==> config.mk <==
export PLATFORM = sky130hd
export DESIGN_NAME = cmp_minmax_tracker
export DESIGN_NICKNAME = d
export VERILOG_FILES = /design/src/rtl/cmp_minmax_tracker.sv
export SDC_FILE = /design/constraint.sdc
export NUM_CORES = 1
export LEC_CHECK = 0
export BUFFER_PORTS_ARGS = -buffer_cell sky130_fd_sc_hd__buf_2
export CAP_MARGIN = 15
export CORE_MARGIN = 1
export CORE_UTILIZATION = 29
export DETAILED_ROUTE_END_ITERATION = 7
export PLACE_DENSITY = 0.49
export SLEW_MARGIN = 20
export SYNTH_ARGS = -nofsm -noshare
export SYNTH_HDL_FRONTEND = slang
export SYNTH_SLANG_ARGS = --single-unit
==> constraint.sdc <==
create_clock -name clk -period 2.8 [get_ports clk]
set_clock_uncertainty 0.1 [all_clocks]
set_input_delay 0.56 -clock clk [delete_from_list [all_inputs] [get_ports clk]]
set_output_delay 0.56 -clock clk [all_outputs]
set_load 0.01 [all_outputs]
==> src/rtl/cmp_minmax_tracker.sv <==
// Windowed min/max tracker: folds WINDOW unsigned samples into max, min and a
// tie count, then holds the result until the consumer acknowledges it.
//
//   state  | meaning
//   -------+-----------------------------------------------
//   EMPTY  | no sample yet in the current window
//   TRACK  | window in progress
//   REPORT | result held, input stalled until result_ack
module cmp_minmax_tracker #(
  parameter int WIDTH  = 4,
  parameter int WINDOW = 4,
  parameter int CNT_W  = 8
) (
  input  logic             clk,
  input  logic             rst,
  input  logic             clear,
  input  logic             in_valid,
  output logic             in_ready,
  input  logic [WIDTH-1:0] in_data,
  output logic             result_valid,
  input  logic             result_ack,
  output logic [WIDTH-1:0] max_val,
  output logic [WIDTH-1:0] min_val,
  output logic [CNT_W-1:0] tie_cnt,
  output logic [CNT_W-1:0] sample_cnt
);

  generate
    if ((WINDOW < 1) || (WINDOW > (2 ** CNT_W) - 1)) begin : g_bad_window
      $error("cmp_minmax_tracker: WINDOW must lie in 1 .. 2**CNT_W-1");
    end
  endgenerate

  typedef enum logic [1:0] {
    EMPTY  = 2'd0,
    TRACK  = 2'd1,
    REPORT = 2'd2
  } state_t;

  state_t           r_state;
  logic [WIDTH-1:0] r_max;
  logic [WIDTH-1:0] r_min;
  logic [CNT_W-1:0] r_tie;
  logic [CNT_W-1:0] r_cnt;
  logic             r_valid;

  // Subtract-based compare: the extra top bit is the borrow, so a<b shows up
  // as borrow and the all-zero / all-one codes never wrap.
  logic [WIDTH:0]   w_diff_max;
  logic [WIDTH:0]   w_diff_min;
  logic             w_gt_max;
  logic             w_eq_max;
  logic             w_lt_min;
  logic [CNT_W-1:0] w_cnt_inc;

  assign w_diff_max = {1'b0, in_data} - {1'b0, r_max};
  assign w_diff_min = {1'b0, in_data} - {1'b0, r_min};
  assign w_eq_max   = (w_diff_max == '0);
  assign w_gt_max   = !w_diff_max[WIDTH] && !w_eq_max;
  assign w_lt_min   = w_diff_min[WIDTH] && (w_diff_min != '0);
  assign w_cnt_inc  = r_cnt + CNT_W'(1);

  assign in_ready     = (r_state != REPORT);
  assign result_valid = r_valid;
  assign max_val      = r_max;
  assign min_val      = r_min;
  assign tie_cnt      = r_tie;
  assign sample_cnt   = r_cnt;

  always_ff @(posedge clk) begin
    if (rst) begin
      r_state <= EMPTY;
      r_max   <= '0;
      r_min   <= '0;
      r_tie   <= '0;
      r_cnt   <= '0;
      r_valid <= 1'b0;
    end else if (clear) begin
      // max/min are left as-is; the next first accept overwrites them anyway
      r_state <= EMPTY;
      r_tie   <= '0;
      r_cnt   <= '0;
      r_valid <= 1'b0;
    end else begin
      case (r_state)
        EMPTY: begin
          if (in_valid) begin
            r_max <= in_data;
            r_min <= in_data;
            r_tie <= '0;
            r_cnt <= CNT_W'(1);
            if (WINDOW == 1) begin
              r_state <= REPORT;
              r_valid <= 1'b1;
            end else begin
              r_state <= TRACK;
            end
          end
        end
        TRACK: begin
          if (in_valid) begin
            if (w_gt_max) r_max <= in_data;
            if (w_lt_min) r_min <= in_data;
            if (w_eq_max) r_tie <= r_tie + CNT_W'(1);
            r_cnt <= w_cnt_inc;
            if (w_cnt_inc == CNT_W'(WINDOW)) begin
              r_state <= REPORT;
              r_valid <= 1'b1;
            end
          end
        end
        REPORT: begin
          if (result_ack) begin
            r_state <= EMPTY;
            r_valid <= 1'b0;
          end
        end
        default: begin
          r_state <= EMPTY;
          r_valid <= 1'b0;
        end
      endcase
    end
  end

endmodule

==> flow_summary.ini, run 1 <==
[setup_path]
cp_top_family = compound AO/OA/AOI/OAI gates
critical-path-max-stage-delay_ns = 0.42
worst-path-max-fanout = 6
end_kind = register
critPathArrivalTime_ns = 2.59
crit_top_cell = inv_1
crit_type = in -> reg
cp-startpoint = in_data[0]
r2r_start = max_val[0]
cp_data_required_time_ns = 2.91
cp_num_buf_inv = 3
path_cells = buf_2 -> inv_1 -> ha_1 -> inv_1 -> fa_1 -> xor2_1 -> a211oi_4 -> o21ai_2 -> a211oi_1 -> mux2i_1
startpoint_type = input port
critPathSlowestCell = fa_1

[grt]
grt_overflow = 0
grt_pass1_vias = 1345
grt_pass1_wl_um = 6600
grt_start_max_net_pins = 17
grtUsageTotal_pct = 13.4
antenna_found_initial = 0

[sta]
tightest_slew_ns = 0.598
fin_setup_tns_ns = 0
finalMaxSlewViolations = 0
fin_crit_ns = 2.47
maxSlewHeadroom_pct = 60.0
finalSetupViolations = 0
setup_ws_ns = 0.325
hold_viol = 0
fmax_mhz = 404
min_period_over_period_pct = 88.4
rsz0062_at_grt = no

[detailed_routing]
wl_per_cell_um = 12.7
drt_iter0_drc = 53
routed_wl_um = 3920
drtPass1Iterations = 4
via_count = 1492
viasPerCell = 4.84
ant_nets = 0
drcViolationCount = 0

[cts]
cts-htree-levels = 1
cts.path.max_buffers = 2
cts-root-buf = clkbuf_8
clkTransAtPathRegs_ns = 0.11
cts_hold_buf = 0
cts_resized = 0
cts_tree = built
clock_latency_ns = 0.28
cts.sinks = 27
numCtsBuffers = 3
postCtsSetupRepairBufs = 0

[layout]
fillCellCount = 640
area_growth_pct = 17.3
final_cells = 308
layout-drive-gt1-share_pct = 24.2
fin_area_sq_um = 2020
antenna_cells = 0
nets = 257

[power]
p_leak_nw = 0.815
combPwrFrac_pct = 16.1
cellInternalPower_uw = 544
finalPower_uw = 765
switching_power_uw = 222
power_density_nw_per_um2 = 378
p_seq_share_pct = 52.0
p_sw_share_pct = 29.0
clockPowerShare_pct = 31.9
ir_drop_mv = 0.199

[synthesis]
synthFlopType = dfxtp_1
syn-num-nets = 223
synth_area_leader_cell = dfxtp_1
synth_edf_count = 0
ys_seq_elements = 27
syn_inst = 203
ys_seq_area_share_pct = 31.3
async_flop_share_pct = 0
yosys_warnings = 0
syn-cell-area_sq_um = 1730
yosysTopAreaCellShare_pct = 31.3
synth_area_leaders = dfxtp_1 (31%), ha_1 (7.3%), mux2i_1 (7.0%)
synth_area_per_cell_sq_um = 8.50
yosysUniqueCellTypes = 54

[placed_design]
hpwl_um = 2990
portBuffers = 34
dp.cells = 304
placed_cell_area_sq_um = 1980
place_ws_ns = 0.0168
place.gp.congestion = 0.774

[floorplan]
fp.coreArea_sq_um = 5610
die_w_um = 79.1
die_area_sq_um = 6260
die_y_um = 79.1
ios = 35
num_rows = 27
start_util_pct = 30.8

[outcome]
outcome = completed

[worst_hold_path]
hold_class = reg -> reg
hold_start = result_valid

[job]
maxCapViolCount = 0
-- path summary, 6_finish.rpt --
| check | to | slack (ns) | cells past startpoint |
|---|---|---|---|
| max reg2reg | tie_cnt[6] | 0.37 | 8 |
| min | result_valid | 0.37 | 2 |
| min reg2reg | result_valid | 0.37 | 2 |
| max | tie_cnt[6] | 0.33 | 10 |
-- cells in the mapped netlist (3+ instances only) --
master / instances
a211oi_1: 5
a21oi_1: 7
a21oi_2: 3
a311oi_1: 4
buf_2: 4
clkbuf_1: 4
dfxtp_1: 27
ha_1: 10
inv_1: 12
mux2i_1: 12
nand2_1: 22
nand2b_1: 15
nand3_1: 7
nand4_1: 3
nor2_1: 12
nor3_1: 3
o21ai_0: 4
-- final cells by class --
| cell class | instances | area, sq um | area share [%] |
|---|---|---|---|
| repair buffers | 39 | 208 | 10.3 |
| well taps | 72 | 90.1 | 4.45 |
| clock inverters | 1 | 7.51 | 0.371 |
| multi-input cells | 154 | 1090 | 54.0 |
| inverters | 12 | 45.0 | 2.22 |
| clock buffers | 3 | 41.3 | 2.04 |
| flip-flops and latches | 27 | 541 | 26.7 |
-- power groups by stage --
stage	combinational, mW	clock, mW	sequential [mW]
floorplan	0.0834	0	0.409
global placement	0.124	0	0.407
detailed placement	0.124	0	0.407
CTS	0.125	0.259	0.398
global route	0.139	0.272	0.399
finish	0.123	0.244	0.398
-- sequential cells by signal, indices dropped and copies added (netlist names) --
signal and flops:
max_val 4, tie_cnt 8, r_state 2, result_valid 1
sample_cnt 8, min_val 4
-- through the flow --
step | hold WS [ns] | utilization, %
2_1_floorplan | 0.384 | -
3_5_place_dp | 0.361 | 35.2
5_1_grt | 0.403 | 36.1
6_report | 0.374 | 36.1
3_3_place_gp | 0.363 | 35.2
4_1_cts | 0.378 | 36.1
-- cell families (layout without fill, tap and decap cells) --
logic type,Yosys count,after routing,share of synthesized area (%)
compound gates,40,40,17.3
xor+xnor,5,5,2.97
fa+ha+maj,11,11,8.41
buf+inv,22,55,5.37
flops,27,27,31.3
mux,12,12,6.96
simple gates,86,86,27.6
-- placed cells by master, fill, tap and decap left out, types with 7 or more instances in the layout --
master | Yosys | layout
a21oi_1 | 7 | 7
buf_2 | 4 | 34
dfxtp_1 | 27 | 27
ha_1 | 10 | 10
inv_1 | 12 | 12
mux2i_1 | 12 | 12
nand2_1 | 22 | 22
nand2b_1 | 15 | 15
nand3_1 | 7 | 7
nor2_1 | 12 | 12
-- worst min-delay path: cells and delay by family (launching register included) --
kind | cells | cell delay [ns]
flip-flops | 1 | 0.32
AO/OA/AOI/OAI | 1 | 0.05
AND/OR/NAND/NOR | 1 | 0.07
-- metal layers --
metal | track usage [%] | vias to the layer above | share of wire (%)
met5 | 0 | - | 0
met4 | 4.36 | 0 | 1.0
met3 | 2.30 | 4 | 5.3
met2 | 18.8 | 34 | 40
met1 | 20.2 | 672 | 54
li1 | - | 782 | -
Power figures use the tool's default switching activity.
==> run 2: changes to the inputs <==
--- a/config.mk
+++ b/config.mk
@@ -5,6 +5,7 @@
 export SDC_FILE = /design/constraint.sdc
 export NUM_CORES = 1
 export LEC_CHECK = 0
+export ABC_AREA = 1
 export BUFFER_PORTS_ARGS = -buffer_cell sky130_fd_sc_hd__buf_2
 export CAP_MARGIN = 15
 export CORE_MARGIN = 1
==> flow_summary.ini, run 2 <==
[outcome]
outcome = completed

[synthesis]
synth.most_common_cell = nand2_1
syn-cell-area_sq_um = 1630
yosysUniqueCellTypes = 27
ys_seq_elements = 27
synth_area_leaders = dfxtp_1 (33%), nand2_1 (15%), a21oi_1 (9.2%)
yosysTopAreaCellShare_pct = 33.2
synth_edf_count = 0
synth_area_leader_cell = dfxtp_1
async_flop_share_pct = 0
yosys_warnings = 0
synth_area_per_cell_sq_um = 6.83
synth_common_cells = nand2_1 (65), inv_1 (31), a21oi_1 (30)
synthFlopType = dfxtp_1
syn_inst = 238
syn-num-nets = 258
ys_seq_area_share_pct = 33.2

[grt]
antenna_found_initial = 0
grt_pass1_wl_um = 6570
grt_overflow = 0
grt_pass1_vias = 1454
grt_start_max_net_pins = 17
grtUsageTotal_pct = 13.3

[floorplan]
fp.coreArea_sq_um = 5240
start_util_pct = 31.1
ios = 35
die_area_sq_um = 5910
die_y_um = 76.9
die_w_um = 76.9
num_rows = 26

[placed_design]
portBuffers = 34
hpwl_um = 2810
place.gp.congestion = 0.810

[power]
finalPower_uw = 746
p_leak_nw = 0.849
power_density_nw_per_um2 = 387
ir_drop_mv = 0.148

[cts]
cts_resized = 0
clkTransAtPathRegs_ns = 0.09
cts.path.max_buffers = 2
numCtsBuffers = 3
cts.sinks = 27
cts_hold_buf = 0
cts-htree-levels = 1
cts-root-buf = clkbuf_8
postCtsSetupRepairBufs = 0
cts_tree = built
clock_latency_ns = 0.27

[setup_path]
cp_data_required_time_ns = 2.90
path_cells = buf_2 -> inv_1 -> ha_1 -> inv_1 -> fa_1 -> xor2_1 -> nor3_1 -> nand3_1 -> nand2_1 -> nand2_2 -> inv_2 -> nand2_1 -> a21oi_1
worst-path-max-fanout = 8
startpoint_type = input port
cp_top_family = simple AND/OR/NAND/NOR gates
timing.rr.end = tie_cnt[7]
crit_cells = 13
end_kind = register
r2r_start = max_val[0]
r2r_cells = 11
r2r_setup_slack_ns = 0.62
critPathSlowestCell = fa_1
cp_num_buf_inv = 4
crit_type = in -> reg
critical-path-max-stage-delay_ns = 0.40
critPathArrivalTime_ns = 2.39

[layout]
mostFrequentLayoutCell = nand2_1
fillCellCount = 569
area_growth_pct = 18.5
antenna_cells = 0
nets = 296
final_core_util_pct = 36.8
layout_common_cells = nand2_1 (65), buf_2 (34), inv_1 (31), a21oi_1 (30), dfxtp_1 (27)
layout-drive-gt1-share_pct = 17.8

[worst_hold_path]
hold_start = min_val[0]
hold_depth = 2
hold_class = reg -> reg
worstHoldEndpoint = min_val[0]

[sta]
hold_viol = 0
fmax_mhz = 437
hold_slack_ns = 0.379
maxSlewHeadroom_pct = 63.7
finalSetupViolations = 0
tightest_slew_ns = 0.545
fin_setup_tns_ns = 0
rsz0062_at_grt = no
finalMaxSlewViolations = 0
fin_crit_ns = 2.29
min_period_over_period_pct = 81.7

[detailed_routing]
drtPass1Iterations = 4
via_count = 1532
routed_wl_um = 3580
drcViolationCount = 0
drt_iter0_drc = 37
wl_per_cell_um = 10.4
viasPerCell = 4.44
ant_nets = 0

[job]
maxCapViolCount = 0
## run 2: per-stage QoR
stage / std cells / area, sq um / setup WS (ns)
after floorplan: 238 / 1630 / 0.554
after global placement: 341 / 1880 / 0.307
after detailed placement: 341 / 1880 / 0.220
after CTS: 345 / 1930 / 0.509
after global routing: 345 / 1930 / 0.249
final: 345 / 1930 / 0.514
## run 2: cells by family (layout without fill, tap and decap cells)
kind of cell | Yosys count | in the layout | share of synthesized area, %
AO/OA/AOI/OAI | 42 | 42 | 13.7
XOR/XNOR | 6 | 6 | 3.23
flip-flops | 27 | 27 | 33.2
buffers and inverters | 34 | 71 | 8.00
AND/OR/NAND/NOR | 118 | 118 | 32.9
adder cells (fa/ha/maj) | 11 | 11 | 8.92
## run 2: area by class of cell
class	count	area, sq um	area share [%]
inverter	33	126	6.56
tap	70	87.6	4.55
timing repair buffer	34	170	8.83
clock buffer	3	41.3	2.14
multi-input combinational	177	956	49.6
clock inverter	1	5.00	0.260
sequential	27	541	28.1
## run 2: routing by layer
metal	up-vias	global-route usage, %	share of wire, %
met3	2	1.55	2.7
met4	0	4.04	0.73
met2	19	22.4	45
met1	672	17.7	52
met5	-	0	0
li1	839	-	-
## run 2: worst min-delay path, stage by stage (launching register included)
cell,delay [ns]
dfxtp_1,0.33
nand2_1,0.06
a21oi_1,0.05
## run 2: power breakdown
group          switching (mW)  internal, mW
sequential            0.00731         0.394
combinational          0.0799        0.0437
clock                   0.122        0.0996
total                   0.209         0.537
## run 2: worst max-delay path by stage
stage / from / end / slack (ns)
6_report: in_data[0] / tie_cnt[7] / 0.51
4_1_cts: in_data[0] / tie_cnt[7] / 0.51
5_1_grt: in_data[0] / tie_cnt[3] / 0.25
2_1_floorplan: in_data[0] / tie_cnt[3] / 0.55
3_3_place_gp: in_data[0] / tie_cnt[7] / 0.31
3_5_place_dp: in_data[0] / tie_cnt[3] / 0.22
==> run 3: changes to the inputs <==
==> constraint.sdc (replaced) <==
create_clock -name clk -period 2.3 [get_ports clk]
set_clock_uncertainty 0.1 [all_clocks]
set_input_delay 0.46 -clock clk [delete_from_list [all_inputs] [get_ports clk]]
set_output_delay 0.46 -clock clk [all_outputs]
set_load 0.01 [all_outputs]
==> flow_summary.ini, run 3 (synthesis gave the netlist of run 2 again) <==
[layout]
nets = 300
layout-drive-gt1-share_pct = 19.7
fin_area_sq_um = 1960
area_growth_pct = 20.7
mostFrequentLayoutCell = nand2_1
fillCellCount = 590
antenna_cells = 0
final_cells = 349
layout_common_cells = nand2_1 (65), buf_2 (34), inv_1 (31), a21oi_1 (30), dfxtp_1 (26)

[setup_path]
path_cells = buf_2 -> inv_1 -> ha_1 -> inv_1 -> fa_1 -> xor2_1 -> nor3_2 -> nand3_1 -> nand2_1 -> nand2_2 -> inv_2 -> nand2_1 -> a21oi_1
cp_data_required_time_ns = 2.41
end_kind = register
startpoint_type = input port
worst-path-max-fanout = 8
critical-path-max-stage-delay_ns = 0.39
critPathSlowestCell = fa_1
crit_type = in -> reg
critPathArrivalTime_ns = 2.19

[cts]
cts-root-buf = clkbuf_8
cts_hold_buf = 0
cts_tree = built
cts-htree-levels = 1
cts.sinks = 27
postCtsSetupRepairBufs = 0
cts.path.max_buffers = 2
numCtsBuffers = 3
clock_latency_ns = 0.27
clkTransAtPathRegs_ns = 0.10

[power]
ir_drop_mv = 0.194
power_density_nw_per_um2 = 470
p_leak_nw = 0.869

[sta]
tightest_slew_ns = 0.525
finalMaxSlewViolations = 0
min_period_over_period_pct = 90.6
maxSlewHeadroom_pct = 65.0
finalSetupViolations = 0
fin_setup_tns_ns = 0
hold_viol = 0
fin_crit_ns = 2.08
fmax_mhz = 480

[grt]
grt_pass1_vias = 1471
grt_start_max_net_pins = 17
antenna_found_initial = 0
grt_overflow = 0
grtUsageTotal_pct = 13.6
grt_pass1_wl_um = 6650

[detailed_routing]
drtPass1Iterations = 4
drcViolationCount = 0
ant_nets = 0
routed_wl_um = 3670
via_count = 1555
wl_per_cell_um = 10.5
drt_iter0_drc = 47
viasPerCell = 4.46

[placed_design]
dp.cells = 345
portBuffers = 34
hpwl_um = 2810
placed_cell_area_sq_um = 1910
place.gp.congestion = 0.817

[floorplan]
start_util_pct = 31.1
num_rows = 26
fp.coreArea_sq_um = 5240
die_area_sq_um = 5910
die_w_um = 76.9
die_y_um = 76.9
ios = 35

[job]
maxCapViolCount = 0

[worst_hold_path]
hold_class = in -> reg

[outcome]
outcome = completed
-- run 3: cell types whose count changed in the layout (fill, tap and decap cells not counted) --
cell / delta
dfxtp_2: +1
dfxtp_1: -1
nor3_2: +1
nor3_1: -1
buf_4: +4
-- run 3: final cells by class --
cell class | instances | area [sq um] | share of cell area [%]
multi-input cells | 177 | 961 | 48.9
flip-flops and latches | 27 | 542 | 27.6
repair buffers | 38 | 200 | 10.2
inverters | 33 | 126 | 6.44
well taps | 70 | 87.6 | 4.46
clock buffers | 3 | 41.3 | 2.10
clock inverters | 1 | 5.00 | 0.255
-- run 3: where the power goes --
| part | internal (mW) | total, mW | switching [mW] |
|---|---|---|---|
| sequential | 0.480 | 0.489 | 0.00910 |
| combinational | 0.0581 | 0.157 | 0.0994 |
| clock | 0.122 | 0.276 | 0.155 |
-- run 3: stage by stage --
step	hold WS, ns	power (mW)	utilization [%]	setup slack (ns)
after floorplan	0.389	0.603	-	0.154
after global placement	0.365	0.657	36.5	-0.0666
after detailed placement	0.364	0.657	36.5	-0.132
after CTS	0.333	0.943	37.4	0.121
after global routing	0.340	0.990	37.5	-0.000664
final	0.342	0.923	37.5	0.216
-- run 3: timing repair --
| action | 4_1_cts | 5_1_grt |
|---|---|---|
| endpoints found under the setup margin | 0 | 12 |
| hold endpoints to repair | 0 | 0 |
| gates resized for setup | 0 | 2 |
-- run 3: critical path, delay by kind of cell --
kind / cells / cell delay [ns]
fa+ha+maj: 2 / 0.53
simple gates: 5 / 0.53
buf+inv: 4 / 0.34
xor+xnor: 1 / 0.19
compound gates: 1 / 0.12
-- run 3: metal layers --
| metal | vias up | wire length, um | share of wire, % | global-route usage (%) |
|---|---|---|---|---|
| met4 | 0 | 19 | 0.52 | 4.04 |
| met2 | 17 | 1600 | 44 | 22.3 |
| met1 | 686 | 1950 | 53 | 18.1 |
| met3 | 2 | 104 | 2.8 | 2.02 |
| met5 | - | 0 | 0 | 0 |
| li1 | 850 | - | - | - |
-- run 3: final timing paths --
kind	startpoint	end	slack, ns	depth (start not counted)
max	in_data[0]	tie_cnt[5]	0.22	13
min	rst	max_val[0]	0.34	2
max reg2reg	max_val[0]	tie_cnt[5]	0.23	11
min reg2reg	min_val[0]	min_val[0]	0.38	2
